--- src/rtl/keypad_scan_ctrl_pkg.sv ---
// Shared types for the keypad scanner: debounce FSM states, frame
// classification and key-code width helper.
package keypad_scan_ctrl_pkg;

  typedef enum logic [1:0] {
    IDLE       = 2'd0,
    PRESS_DB   = 2'd1,
    HELD       = 2'd2,
    RELEASE_DB = 2'd3
  } scan_state_e;

  typedef enum logic [1:0] {
    FC_NONE   = 2'd0,
    FC_SINGLE = 2'd1,
    FC_MULTI  = 2'd2
  } frame_cls_e;

  // Width of a key code able to address n_keys keys (at least 1 bit).
  function automatic int key_width(input int n_keys);
    return (n_keys <= 2) ? 1 : $clog2(n_keys);
  endfunction

endpackage

--- src/rtl/keypad_frame_acc.sv ---
// Per-frame accumulation of row samples: tracks how many keys were seen
// (saturating at 2) and the first pressed key in row-major order. The
// frame result is presented combinationally on the frame-end tick so it
// already includes the last row's sample.
module keypad_frame_acc
  import keypad_scan_ctrl_pkg::*;
#(
  parameter int N_ROWS = 4,
  parameter int N_COLS = 4,
  parameter int KEY_W  = key_width(N_ROWS * N_COLS),
  parameter int ROW_W  = $clog2(N_ROWS)
) (
  input  logic              clk,
  input  logic              rst,
  input  logic              i_sample,
  input  logic [ROW_W-1:0]  i_row,
  input  logic [N_COLS-1:0] i_col,
  output logic              o_frame_end,
  output frame_cls_e        o_cls,
  output logic [KEY_W-1:0]  o_key,
  output logic              o_key_op
);

  localparam int COL_W = $clog2(N_COLS);

  logic [1:0]       r_cnt;
  logic [KEY_W-1:0] r_key;
  logic             r_op;

  logic [1:0]       w_row_cnt;
  logic [COL_W-1:0] w_first_col;
  logic [KEY_W-1:0] w_row_key;
  logic             w_row_op;
  logic [2:0]       w_sum;
  logic [1:0]       w_cnt;
  logic [KEY_W-1:0] w_key;
  logic             w_op;

  // Count pressed columns in this row and find the lowest one.
  always_comb begin
    w_row_cnt   = 2'd0;
    w_first_col = '0;
    for (int unsigned c = 0; c < N_COLS; c++) begin
      if (i_col[c]) begin
        if (w_row_cnt == 2'd0) w_first_col = COL_W'(c);
        if (w_row_cnt != 2'd2) w_row_cnt = w_row_cnt + 2'd1;
      end
    end
    w_row_key = KEY_W'(int'(i_row) * N_COLS + int'(w_first_col));
    w_row_op  = (w_first_col == COL_W'(N_COLS - 1));
  end

  // Merge this row into the running frame state; earlier rows win the first-key slot.
  always_comb begin
    w_key = r_key;
    w_op  = r_op;
    if ((r_cnt == 2'd0) && (w_row_cnt != 2'd0)) begin
      w_key = w_row_key;
      w_op  = w_row_op;
    end
    w_sum = {1'b0, r_cnt} + {1'b0, w_row_cnt};
    w_cnt = (w_sum >= 3'd2) ? 2'd2 : w_sum[1:0];

    o_frame_end = i_sample && (i_row == ROW_W'(N_ROWS - 1));
    o_key       = w_key;
    o_key_op    = w_op;
    case (w_cnt)
      2'd0:    o_cls = FC_NONE;
      2'd1:    o_cls = FC_SINGLE;
      default: o_cls = FC_MULTI;
    endcase
  end

  // Hold the accumulation between ticks; start fresh after each frame end.
  always_ff @(posedge clk) begin
    if (rst) begin
      r_cnt <= '0;
      r_key <= '0;
      r_op  <= 1'b0;
    end else if (i_sample) begin
      if (o_frame_end) begin
        r_cnt <= '0;
        r_key <= '0;
        r_op  <= 1'b0;
      end else begin
        r_cnt <= w_cnt;
        r_key <= w_key;
        r_op  <= w_op;
      end
    end
  end

endmodule

--- src/rtl/keypad_scan_ctrl.sv ---
// Matrix keypad scanner: row sweep, column synchroniser, frame-level
// debounce with ghost-key rejection and a one-deep key event buffer.
module keypad_scan_ctrl
  import keypad_scan_ctrl_pkg::*;
#(
  parameter int  N_ROWS         = 4,
  parameter int  N_COLS         = 4,
  parameter int  SCAN_DIV       = 50000,
  parameter int  DEBOUNCE_SCANS = 8,
  localparam int KEY_W          = key_width(N_ROWS * N_COLS)
) (
  input  logic              clk,
  input  logic              rst,
  input  logic [N_COLS-1:0] col,
  output logic [N_ROWS-1:0] fil,
  output logic [KEY_W-1:0]  key_code,
  output logic              key_op,
  output logic              key_valid,
  input  logic              key_ready,
  output logic              overrun
);

  localparam int TICK_W = $clog2(SCAN_DIV);
  localparam int ROW_W  = $clog2(N_ROWS);
  localparam int STAB_W = $clog2(DEBOUNCE_SCANS + 1);
  localparam logic [STAB_W-1:0] DB_MAX = STAB_W'(DEBOUNCE_SCANS);

  logic [N_COLS-1:0] r_col_s1, r_col_s2;
  logic [TICK_W-1:0] r_tick;
  logic [ROW_W-1:0]  r_row;
  logic [N_ROWS-1:0] r_fil;
  scan_state_e       r_state;
  logic [KEY_W-1:0]  r_cand;
  logic              r_cand_op;
  logic [STAB_W-1:0] r_stab;
  logic              r_valid;
  logic [KEY_W-1:0]  r_code;
  logic              r_op;
  logic              r_ovr;

  logic              w_tick;
  logic              w_frame_end;
  frame_cls_e        w_cls;
  logic [KEY_W-1:0]  w_key;
  logic              w_key_op;
  scan_state_e       w_state_nx;
  logic [KEY_W-1:0]  w_cand_nx;
  logic              w_cand_op_nx;
  logic [STAB_W-1:0] w_stab_nx;
  logic [STAB_W-1:0] w_stab_inc;
  logic              w_event;

  assign w_tick    = (r_tick == TICK_W'(SCAN_DIV - 1));
  assign fil       = r_fil;
  assign key_code  = r_code;
  assign key_op    = r_op;
  assign key_valid = r_valid;
  assign overrun   = r_ovr;

  // Two-flop synchroniser for the asynchronous column inputs.
  always_ff @(posedge clk) begin
    if (rst) begin
      r_col_s1 <= '0;
      r_col_s2 <= '0;
    end else begin
      r_col_s1 <= col;
      r_col_s2 <= r_col_s1;
    end
  end

  // Tick divider and row sweep; fil is kept as a one-hot copy of the row index.
  always_ff @(posedge clk) begin
    if (rst) begin
      r_tick <= '0;
      r_row  <= '0;
      r_fil  <= N_ROWS'(1);
    end else if (w_tick) begin
      r_tick <= '0;
      if (r_row == ROW_W'(N_ROWS - 1)) begin
        r_row <= '0;
        r_fil <= N_ROWS'(1);
      end else begin
        r_row <= r_row + 1'b1;
        r_fil <= r_fil << 1;
      end
    end else begin
      r_tick <= r_tick + 1'b1;
    end
  end

  keypad_frame_acc #(
    .N_ROWS (N_ROWS),
    .N_COLS (N_COLS),
    .KEY_W  (KEY_W),
    .ROW_W  (ROW_W)
  ) u_frame_acc (
    .clk         (clk),
    .rst         (rst),
    .i_sample    (w_tick),
    .i_row       (r_row),
    .i_col       (r_col_s2),
    .o_frame_end (w_frame_end),
    .o_cls       (w_cls),
    .o_key       (w_key),
    .o_key_op    (w_key_op)
  );

  // Debounce FSM state register.
  always_ff @(posedge clk) begin
    if (rst) begin
      r_state   <= IDLE;
      r_cand    <= '0;
      r_cand_op <= 1'b0;
      r_stab    <= '0;
    end else begin
      r_state   <= w_state_nx;
      r_cand    <= w_cand_nx;
      r_cand_op <= w_cand_op_nx;
      r_stab    <= w_stab_nx;
    end
  end

  // Debounce next-state logic, evaluated once per frame; w_event marks an accepted press.
  always_comb begin
    w_state_nx   = r_state;
    w_cand_nx    = r_cand;
    w_cand_op_nx = r_cand_op;
    w_stab_nx    = r_stab;
    w_event      = 1'b0;
    w_stab_inc   = (r_stab == DB_MAX) ? r_stab : r_stab + 1'b1;
    if (w_frame_end) begin
      case (r_state)
        IDLE: begin
          if (w_cls == FC_SINGLE) begin
            w_cand_nx    = w_key;
            w_cand_op_nx = w_key_op;
            w_stab_nx    = STAB_W'(1);
            if (DEBOUNCE_SCANS == 1) begin
              w_event    = 1'b1;
              w_state_nx = HELD;
            end else begin
              w_state_nx = PRESS_DB;
            end
          end
        end
        PRESS_DB: begin
          if ((w_cls == FC_SINGLE) && (w_key == r_cand)) begin
            w_stab_nx = w_stab_inc;
            if (w_stab_inc == DB_MAX) begin
              w_event    = 1'b1;
              w_state_nx = HELD;
            end
          end else if (w_cls == FC_SINGLE) begin
            w_cand_nx    = w_key;
            w_cand_op_nx = w_key_op;
            w_stab_nx    = STAB_W'(1);
          end else begin
            w_state_nx = IDLE;
          end
        end
        HELD: begin
          if (w_cls == FC_NONE) begin
            w_stab_nx  = STAB_W'(1);
            w_state_nx = (DEBOUNCE_SCANS == 1) ? IDLE : RELEASE_DB;
          end
        end
        RELEASE_DB: begin
          if (w_cls == FC_NONE) begin
            w_stab_nx = w_stab_inc;
            if (w_stab_inc == DB_MAX) w_state_nx = IDLE;
          end else begin
            w_state_nx = HELD;
          end
        end
        default: w_state_nx = IDLE;
      endcase
    end
  end

  // One-deep event buffer: a same-cycle handshake frees the slot for the new event.
  always_ff @(posedge clk) begin
    if (rst) begin
      r_valid <= 1'b0;
      r_code  <= '0;
      r_op    <= 1'b0;
      r_ovr   <= 1'b0;
    end else if (w_event) begin
      if (!r_valid || key_ready) begin
        r_valid <= 1'b1;
        r_code  <= w_cand_nx;
        r_op    <= w_cand_op_nx;
      end else begin
        r_ovr <= 1'b1;
      end
    end else if (r_valid && key_ready) begin
      r_valid <= 1'b0;
    end
  end

endmodule
--- config.mk ---
export PLATFORM = sky130hd
export DESIGN_NAME = keypad_scan_ctrl
export DESIGN_NICKNAME = d
export VERILOG_FILES = /design/src/rtl/keypad_scan_ctrl_pkg.sv /design/src/rtl/keypad_frame_acc.sv /design/src/rtl/keypad_scan_ctrl.sv
export SDC_FILE = /design/constraint.sdc
export NUM_CORES = 1
export LEC_CHECK = 0
export ABC_AREA = 0
export ABC_CLOCK_PERIOD_IN_PS = 4100
export BUFFER_PORTS_ARGS = -buffer_cell sky130_fd_sc_hd__buf_2
export CAP_MARGIN = 25
export CORE_ASPECT_RATIO = 1.2
export CORE_MARGIN = 1.5
export CORE_UTILIZATION = 60
export CTS_CLUSTER_DIAMETER = 60
export CTS_CLUSTER_SIZE = 20
export DETAILED_ROUTE_END_ITERATION = 12
export HOLD_SLACK_MARGIN = 0.06
export PLACE_DENSITY = 0.76
export SYNTH_ARGS = -nofsm -noshare
export SYNTH_HDL_FRONTEND = slang
export SYNTH_HIERARCHICAL = 1
export SYNTH_SLANG_ARGS = --single-unit
--- constraint.sdc ---
create_clock -name clk -period 4.1 [get_ports clk]
set_clock_uncertainty 0.2 [all_clocks]
set_input_delay 0.205 -clock clk [delete_from_list [all_inputs] [get_ports clk]]
set_output_delay 0.205 -clock clk [all_outputs]
set_load 0.05 [all_outputs]
## After elaboration in Yosys (flattened, before gate mapping)

Cells that the tools add are included.

| storage, ports and cells | value |
|---|---|
| register bits | 55 |
| bits of input ports | 7 |
| word-level logic and storage cells | 119 |

| cells by class | value |
|---|---|
| $add $sub $neg | 8 |
| $lt $le $gt $ge | 1 |
| eq/ne operators | 21 |
| multiplexer cells | 51 |
| bitwise gates (word level) | 1 |
| reduce and logical (&&, ||, !) cells | 21 |

Operator list:

| operator | number |
|---|---|
| 4-bit two-way mux | 11 |
| 2-bit two-way mux | 21 |
| 16-bit by 1-bit adder with 16-bit output (second input constant) | 1 |
| 16-bit == test (second input constant) | 1 |
| 4-bit case mux with 4 select lines | 1 |
| 2-bit logical NOT | 7 |
| 1-bit two-way mux | 14 |
| 2-bit != test (second input constant) | 5 |
| 3-bit != test (second input constant) | 3 |
| 2-bit == test (second input constant) | 4 |
| 4-bit == test (second input constant) | 2 |
| 2-bit case mux with 4 select lines | 1 |
| 4-bit case mux with 2 select lines | 1 |
| 2-bit by 1-bit adder with 2-bit output (second input constant) | 3 |
| 2-bit by 1-bit == test with 1-bit output (second input constant) | 3 |
| 2-bit AND reduction | 3 |
| 6-bit AND reduction | 1 |
| 4-bit by 1-bit adder with 4-bit output (second input constant) | 1 |
| 4-bit by 2-bit adder with 4-bit output | 1 |
| 4-bit == test | 1 |
| 1-bit logical AND | 4 |
| 2-bit case mux with 2 select lines | 1 |
| 2-bit nonzero test | 2 |
| 2-bit by 2-bit adder with 3-bit output | 1 |
| 10 further kinds | 10 |

## Depth between registers and ports, before layout

| depth | value |
|---|---|
| word-level depth | 22 |
| depth in mapped cells | 14 |
| mapped depth without buffers | 14 |

## Cells and area by module

The synthesis kept the hierarchy.

Modules (own cells, without submodules):

| module | instances | cells an instance | area an instance (um^2) | seq. area each (um^2) |
|---|---|---|---|---|
| keypad_scan_ctrl | 1 | 239 | 2140.8 | 960.9 |
| keypad_frame_acc | 1 | 86 | 729.4 | 140.1 |

## Worst setup path after synthesis

No wires, ideal clock.

| timing | value |
|---|---|
| path type | register to register |
| from | register r_col_s2[0] |
| to | register r_code[3], in the netlist key_code[3] |
| library setup time | 0.133 ns |
| arrival | 3.269 ns |
| required time | 3.767 ns |
| slack | 0.498 ns |
| stages on the path, launching flop included | 15 |
| clock period less this slack | 3.602 ns |
| path through | dfxtp_1 > inv_1 > ha_1 > nor2b_1 > a211oi_2 > o22ai_2 > and2_4 > buf_6 > mux2_4 > xor2_1 > nor4_1 > and4_1 > clkbuf_1 > and4_1 > nor3_1 |

| on the way | value |
|---|---|
| elaborated cells between the ends (all ways) | 43 |
| classes of those cells | add/sub: 5; order compare: 1; eq/ne: 6; mux: 23; reduce/logical: 8 |

RTL lines:

| what | RTL line | RTL |
|---|---|---|
| start: declaration | keypad_scan_ctrl.sv:28 | `logic [N_COLS-1:0] r_col_s1, r_col_s2;` |
| start signal: assignment | keypad_scan_ctrl.sv:67 | `r_col_s2 <= r_col_s1;` |
| 1-bit two-way mux (*) | keypad_frame_acc.sv:44 | `if (i_col[c]) begin` |
| parallel branches: the longest is 11 deep, another holds 4-bit by 2-bit adder with 4-bit output | -- |  |
| 4-bit two-way mux (*) | keypad_frame_acc.sv:57 | `if ((r_cnt == 2'd0) && (w_row_cnt != 2'd0)) begin` |
| net w_key[2] | keypad_scan_ctrl.sv:44 | `logic [KEY_W-1:0] w_key;` |
| 4-bit == test (*) | keypad_scan_ctrl.sv:147 | `if ((w_cls == FC_SINGLE) && (w_key == r_cand)) begin` |
| 1-bit logical AND (*) | keypad_scan_ctrl.sv:147 |  |
| 1-bit two-way mux | keypad_scan_ctrl.sv:147 |  |
| 1-bit two-way mux | keypad_scan_ctrl.sv:132 | `case (r_state)` |
| 1-bit two-way mux | keypad_scan_ctrl.sv:131 | `if (w_frame_end) begin` |
| 2-bit AND reduction (no source line) | -- |  |
| end signal: assignment | keypad_scan_ctrl.sv:190 | `r_code <= w_cand_nx;` |
| end: declaration | keypad_scan_ctrl.sv:37 | `logic [KEY_W-1:0] r_code;` |

Mark *: on every way through the listed nets, which the timed path passes.
A chain may end at the register's enable or synchronous reset.

## Worst setup path after layout

| timing | value |
|---|---|
| from | register r_col_s2[1] |
| to | register r_code[0], in the netlist key_code[0] |

| on the way | value |
|---|---|
| longest elaborated chain between the ends | 18 |
| elaborated cells between the ends (all ways) | 37 |
| classes of those cells | add/sub: 4; order compare: 1; eq/ne: 5; mux: 20; reduce/logical: 7 |

Ends and longest elaborated chain:

| what | RTL line | RTL |
|---|---|---|
| 2-bit two-way mux (*) | keypad_frame_acc.sv:44 |  |
| 2-bit by 1-bit adder with 2-bit output / 2-bit != test (equally long branches) | keypad_frame_acc.sv:46 | `if (w_row_cnt != 2'd2) w_row_cnt = w_row_cnt + 2'd1;` |
| 2-bit two-way mux | keypad_frame_acc.sv:46 |  |
| 2-bit two-way mux (*) | keypad_frame_acc.sv:44 |  |
| 2-bit by 1-bit adder with 2-bit output / 2-bit != test (equally long branches) | keypad_frame_acc.sv:46 |  |
| 2-bit two-way mux | keypad_frame_acc.sv:46 |  |
| 2-bit two-way mux (*) | keypad_frame_acc.sv:44 |  |
| 2-bit by 2-bit adder with 3-bit output (*) | keypad_frame_acc.sv:61 | `w_sum = {1'b0, r_cnt} + {1'b0, w_row_cnt};` |
| [3 not listed] | -- |  |
| 2-bit case mux with 2 select lines (*) | keypad_frame_acc.sv:67 | `case (w_cnt)` |
| net w_cls[0] | keypad_scan_ctrl.sv:43 | `frame_cls_e w_cls;` |
| 2-bit by 1-bit == test with 1-bit output (*) | keypad_scan_ctrl.sv:134, keypad_scan_ctrl.sv:147, keypad_scan_ctrl.sv:153 |  |
| 1-bit logical AND | keypad_scan_ctrl.sv:147 |  |
| 1-bit two-way mux | keypad_scan_ctrl.sv:147 |  |
| 1-bit two-way mux | keypad_scan_ctrl.sv:132 |  |
| 1-bit two-way mux | keypad_scan_ctrl.sv:131 |  |
| 2-bit AND reduction (no source line) | -- |  |

Mark *: on every way through the listed nets, which the timed path passes. The rest lies on a longest branch.

==> flow_metrics.py <==
metrics = {
    "status": {
        "status": "completed",
    },
    "layout": {
        "drive_above_1_share": 0.127,
        "syn_to_final_growth_pct": 8.67,
        "final_cell_mix": "dfxtp_1 (55), nor2_1 (44), nor2b_1 (21)",
        "nFillCells": 396,
        "nets": 363,
        "final_common_cell": "dfxtp_1",
        "diodes": 0,
    },
    "logic_synthesis": {
        "ys_ff_latch": 55,
        "ys_seq_area_frac": 0.384,
        "synth-async-reset-ratio": 0,
        "yosysUniqueCellTypes": 61,
        "synth_edf_count": 0,
        "synth_area_leaders": "dfxtp_1 (38%), nor2_1 (5.8%), nor2b_1 (4.6%)",
        "yosys.area.top_type": "dfxtp_1",
        "synth_area_per_cell_um2": 8.83,
        "synth_top_area_share": 0.384,
        "syn_area_um2": 2870,
        "synth-main-ff-cell": "dfxtp_1",
        "syn-num-nets": 343,
        "synth_warnings": 6,
        "synth_cells": 325,
    },
    "placed_design": {
        "hpwl_mm": 3.83,
        "dp_slack_ns": 0.463,
        "gp_congestion": 0.800,
        "port_buffers": 17,
    },
    "grt": {
        "overflow": 0,
        "grt_max_degree": 45,
        "grt_pass1_wl_mm": 9.45,
        "antenna_found_initial": 0,
        "grt_util_all_layers": 0.226,
        "grt_pass1_vias": 2232,
    },
    "setup_path": {
        "cp_cell_sequence": "inv_1 -> ha_1 -> nor2b_1 -> a211oi_2 -> nor2_1 -> ha_1 -> inv_1 -> fa_1 -> and3_1 -> nand2b_1 -> nor2_1 -> a21boi_0 -> mux2i_1 -> a211oi_1",
        "r2r_slack_ns": 0.46,
        "rr_worst_depth": 14,
        "crit_required_ns": 4.07,
        "rr_startpoint": "r_col_s2[1]$_SDFF_PP0_",
        "critPathArrivalTime_ns": 3.62,
        "path_max_fanout": 6,
        "cp_slowest_cell": "fa_1",
        "critPathLaunchType": "register",
        "cp_slowest_stage_delay_ns": 0.49,
        "cp-end-kind": "register",
        "reg2reg_to": "key_code[0]$_SDFFE_PP0P_",
        "setup.worst_path.class": "reg -> reg",
    },
    "floorplan": {
        "die-area_um2": 5210,
        "start_util": 0.625,
        "die_h_um": 78.8,
        "rows": 27,
        "die_w_um": 66.1,
        "ios": 18,
        "core_um2": 4590,
    },
    "sta": {
        "max_freq_mhz": 274,
        "hold_violations": 0,
        "period_needed_ns": 3.64,
        "slew_viol_final": 0,
        "finalSetupViolCount": 0,
        "rsz0062_at_grt": "no",
        "tightest_slew_ns": 0.808,
        "relSlewSlack": 0.461,
        "period_share": 0.889,
        "setup_tns_ns": 0,
        "setup_ws_ns": 0.456,
    },
    "cts": {
        "post_cts_resized": 0,
        "clockRootBuffer": "clkbuf_8",
        "numCtsBuffers": 5,
        "cts_tree": "yes",
        "clk_pin_slew_ns": 0.10,
        "clkLatencyLatePin_ns": 0.31,
        "cts_sinks": 55,
        "clk_path_buf_depth": 2,
        "post-cts-setup-buffers": 0,
        "htreeDepth": 2,
        "holdBufCountCts": 5,
    },
    "pwr": {
        "p_per_area_nw_per_um2": 301,
        "clkPwrFrac": 0.329,
        "ir_drop_v": 0.000210,
        "combPwrFrac": 0.089,
        "sequentialPowerShare": 0.581,
        "p_int_uw": 696,
        "swShare": 0.258,
        "p_switching_uw": 242,
        "leakagePower_nw": 1.21,
    },
    "route": {
        "wl_per_cell_um": 13.4,
        "drc_errors": 0,
        "first_iter_violations": 67,
        "drt-pass1-iter-count": 4,
        "routed_wl_mm": 5.41,
        "ant_nets": 0,
        "viasPerCell": 5.72,
        "vias": 2309,
    },
    "run": {
        "drv_cap": 0,
    },
    "worst_hold_path": {
        "hold_path_class": "reg -> reg",
        "min-delay-start": "r_col_s1[2]$_SDFF_PP0_",
        "hold_end": "r_col_s2[2]$_SDFF_PP0_",
        "holdPathStages": 1,
    },
}
final cells by class:
class	instances	area, um^2	share of cell area
tap	58	72.6	0.0233
clock buffer	5	68.8	0.0221
multi-input combinational	243	1640	0.526
inverter	15	56.3	0.0181
timing repair buffer	25	158	0.0505
sequential	55	1100	0.353
clock inverter	3	22.5	0.00722
through the flow:
stage	utilization	hold WS (ns)	std cells	instance area, um^2	power (mW)
6_report	0.679	0.249	404	3120	0.938
3_5_place_dp	0.648	0.219	391	2980	0.636
5_1_grt	0.679	0.273	404	3120	0.977
3_3_place_gp	0.648	0.214	391	2980	0.634
2_1_floorplan	-	0.133	325	2870	0.620
4_1_cts	0.679	0.251	404	3120	0.944
critical path, delay by kind of cell (launching register included):
family | cells | cell delay, ns
and+or+nand+nor | 5 | 0.95
muxes | 1 | 0.29
buffers and inverters | 2 | 0.12
DFF | 1 | 0.39
adders and majority gates | 3 | 1.00
AOI/OAI and AO/OA | 3 | 0.57
state kept, by name, summed over array words and instances (netlist names), 4 cells and up:
signal	count
r_col_s2	4
key_code	4
r_cand	4
r_col_s1	4
r_stab	4
u_frame_acc/r_key	4
r_tick	16
fil	4
power groups by stage:
stage                     logic, mW  registers, mW  clock network, mW
final                        0.0837          0.545              0.309
after global routing         0.0937          0.547              0.336
after CTS                    0.0831          0.545              0.316
after detailed placement     0.0787          0.558                  0
after global placement       0.0773          0.557                  0
after floorplan              0.0643          0.556                  0
cell usage after synthesis, types with 2 or more instances:
library cell / n
dfxtp_1: 55
nor2_1: 44
nor2b_1: 21
nand2_1: 17
a21oi_1: 15
inv_1: 15
nor3_1: 14
nand3_1: 13
ha_1: 10
xor2_1: 10
xnor2_1: 8
clkbuf_1: 7
mux2i_1: 7
nand2b_1: 7
a31oi_1: 6
a211oi_1: 4
and3_1: 4
nand4_1: 4
a41oi_1: 3
and2_1: 3
and4_1: 3
buf_6: 3
nor3b_1: 3
o21ai_1: 3
o41ai_2: 3
a2111oi_2: 2
a211o_1: 2
a21boi_0: 2
a21o_1: 2
mux2_4: 2
o21ai_0: 2
or2_1: 2
cell families (layout without fill, tap and decap cells):
family	after synthesis	count (layout)	synth area share
and+or+nand+nor	150	150	0.283
DFF	55	55	0.384
AOI/OAI and AO/OA	54	54	0.144
buffers and inverters	27	48	0.0449
xor gates and xnor gates	18	18	0.0549
adders and majority gates	11	11	0.0506
muxes	10	10	0.0388
per-layer routing:
layer  global-route usage  vias up  wire (um)
met3               0.0397        8        120
met4               0.0816        0         90
met2                0.410       26       2770
met1                0.261     1097       2430
li1                     -     1178          -
met5                    0        -          0
how the worst max path moves through the flow:
stage,startpoint,endpoint,slack [ns],depth (start not counted)
floorplan,r_col_s2[0]$_SDFF_PP0_,key_code[3]$_SDFFE_PP0P_,0.50,14
global placement,r_col_s2[1]$_SDFF_PP0_,key_op$_SDFFE_PP0P_,0.59,14
detailed placement,r_col_s2[1]$_SDFF_PP0_,key_code[0]$_SDFFE_PP0P_,0.46,14
CTS,r_col_s2[1]$_SDFF_PP0_,key_code[0]$_SDFFE_PP0P_,0.44,14
global route,r_col_s2[1]$_SDFF_PP0_,key_code[0]$_SDFFE_PP0P_,0.06,14
finish,r_col_s2[1]$_SDFF_PP0_,key_code[0]$_SDFFE_PP0P_,0.46,14
Power figures use the tool's default switching activity.
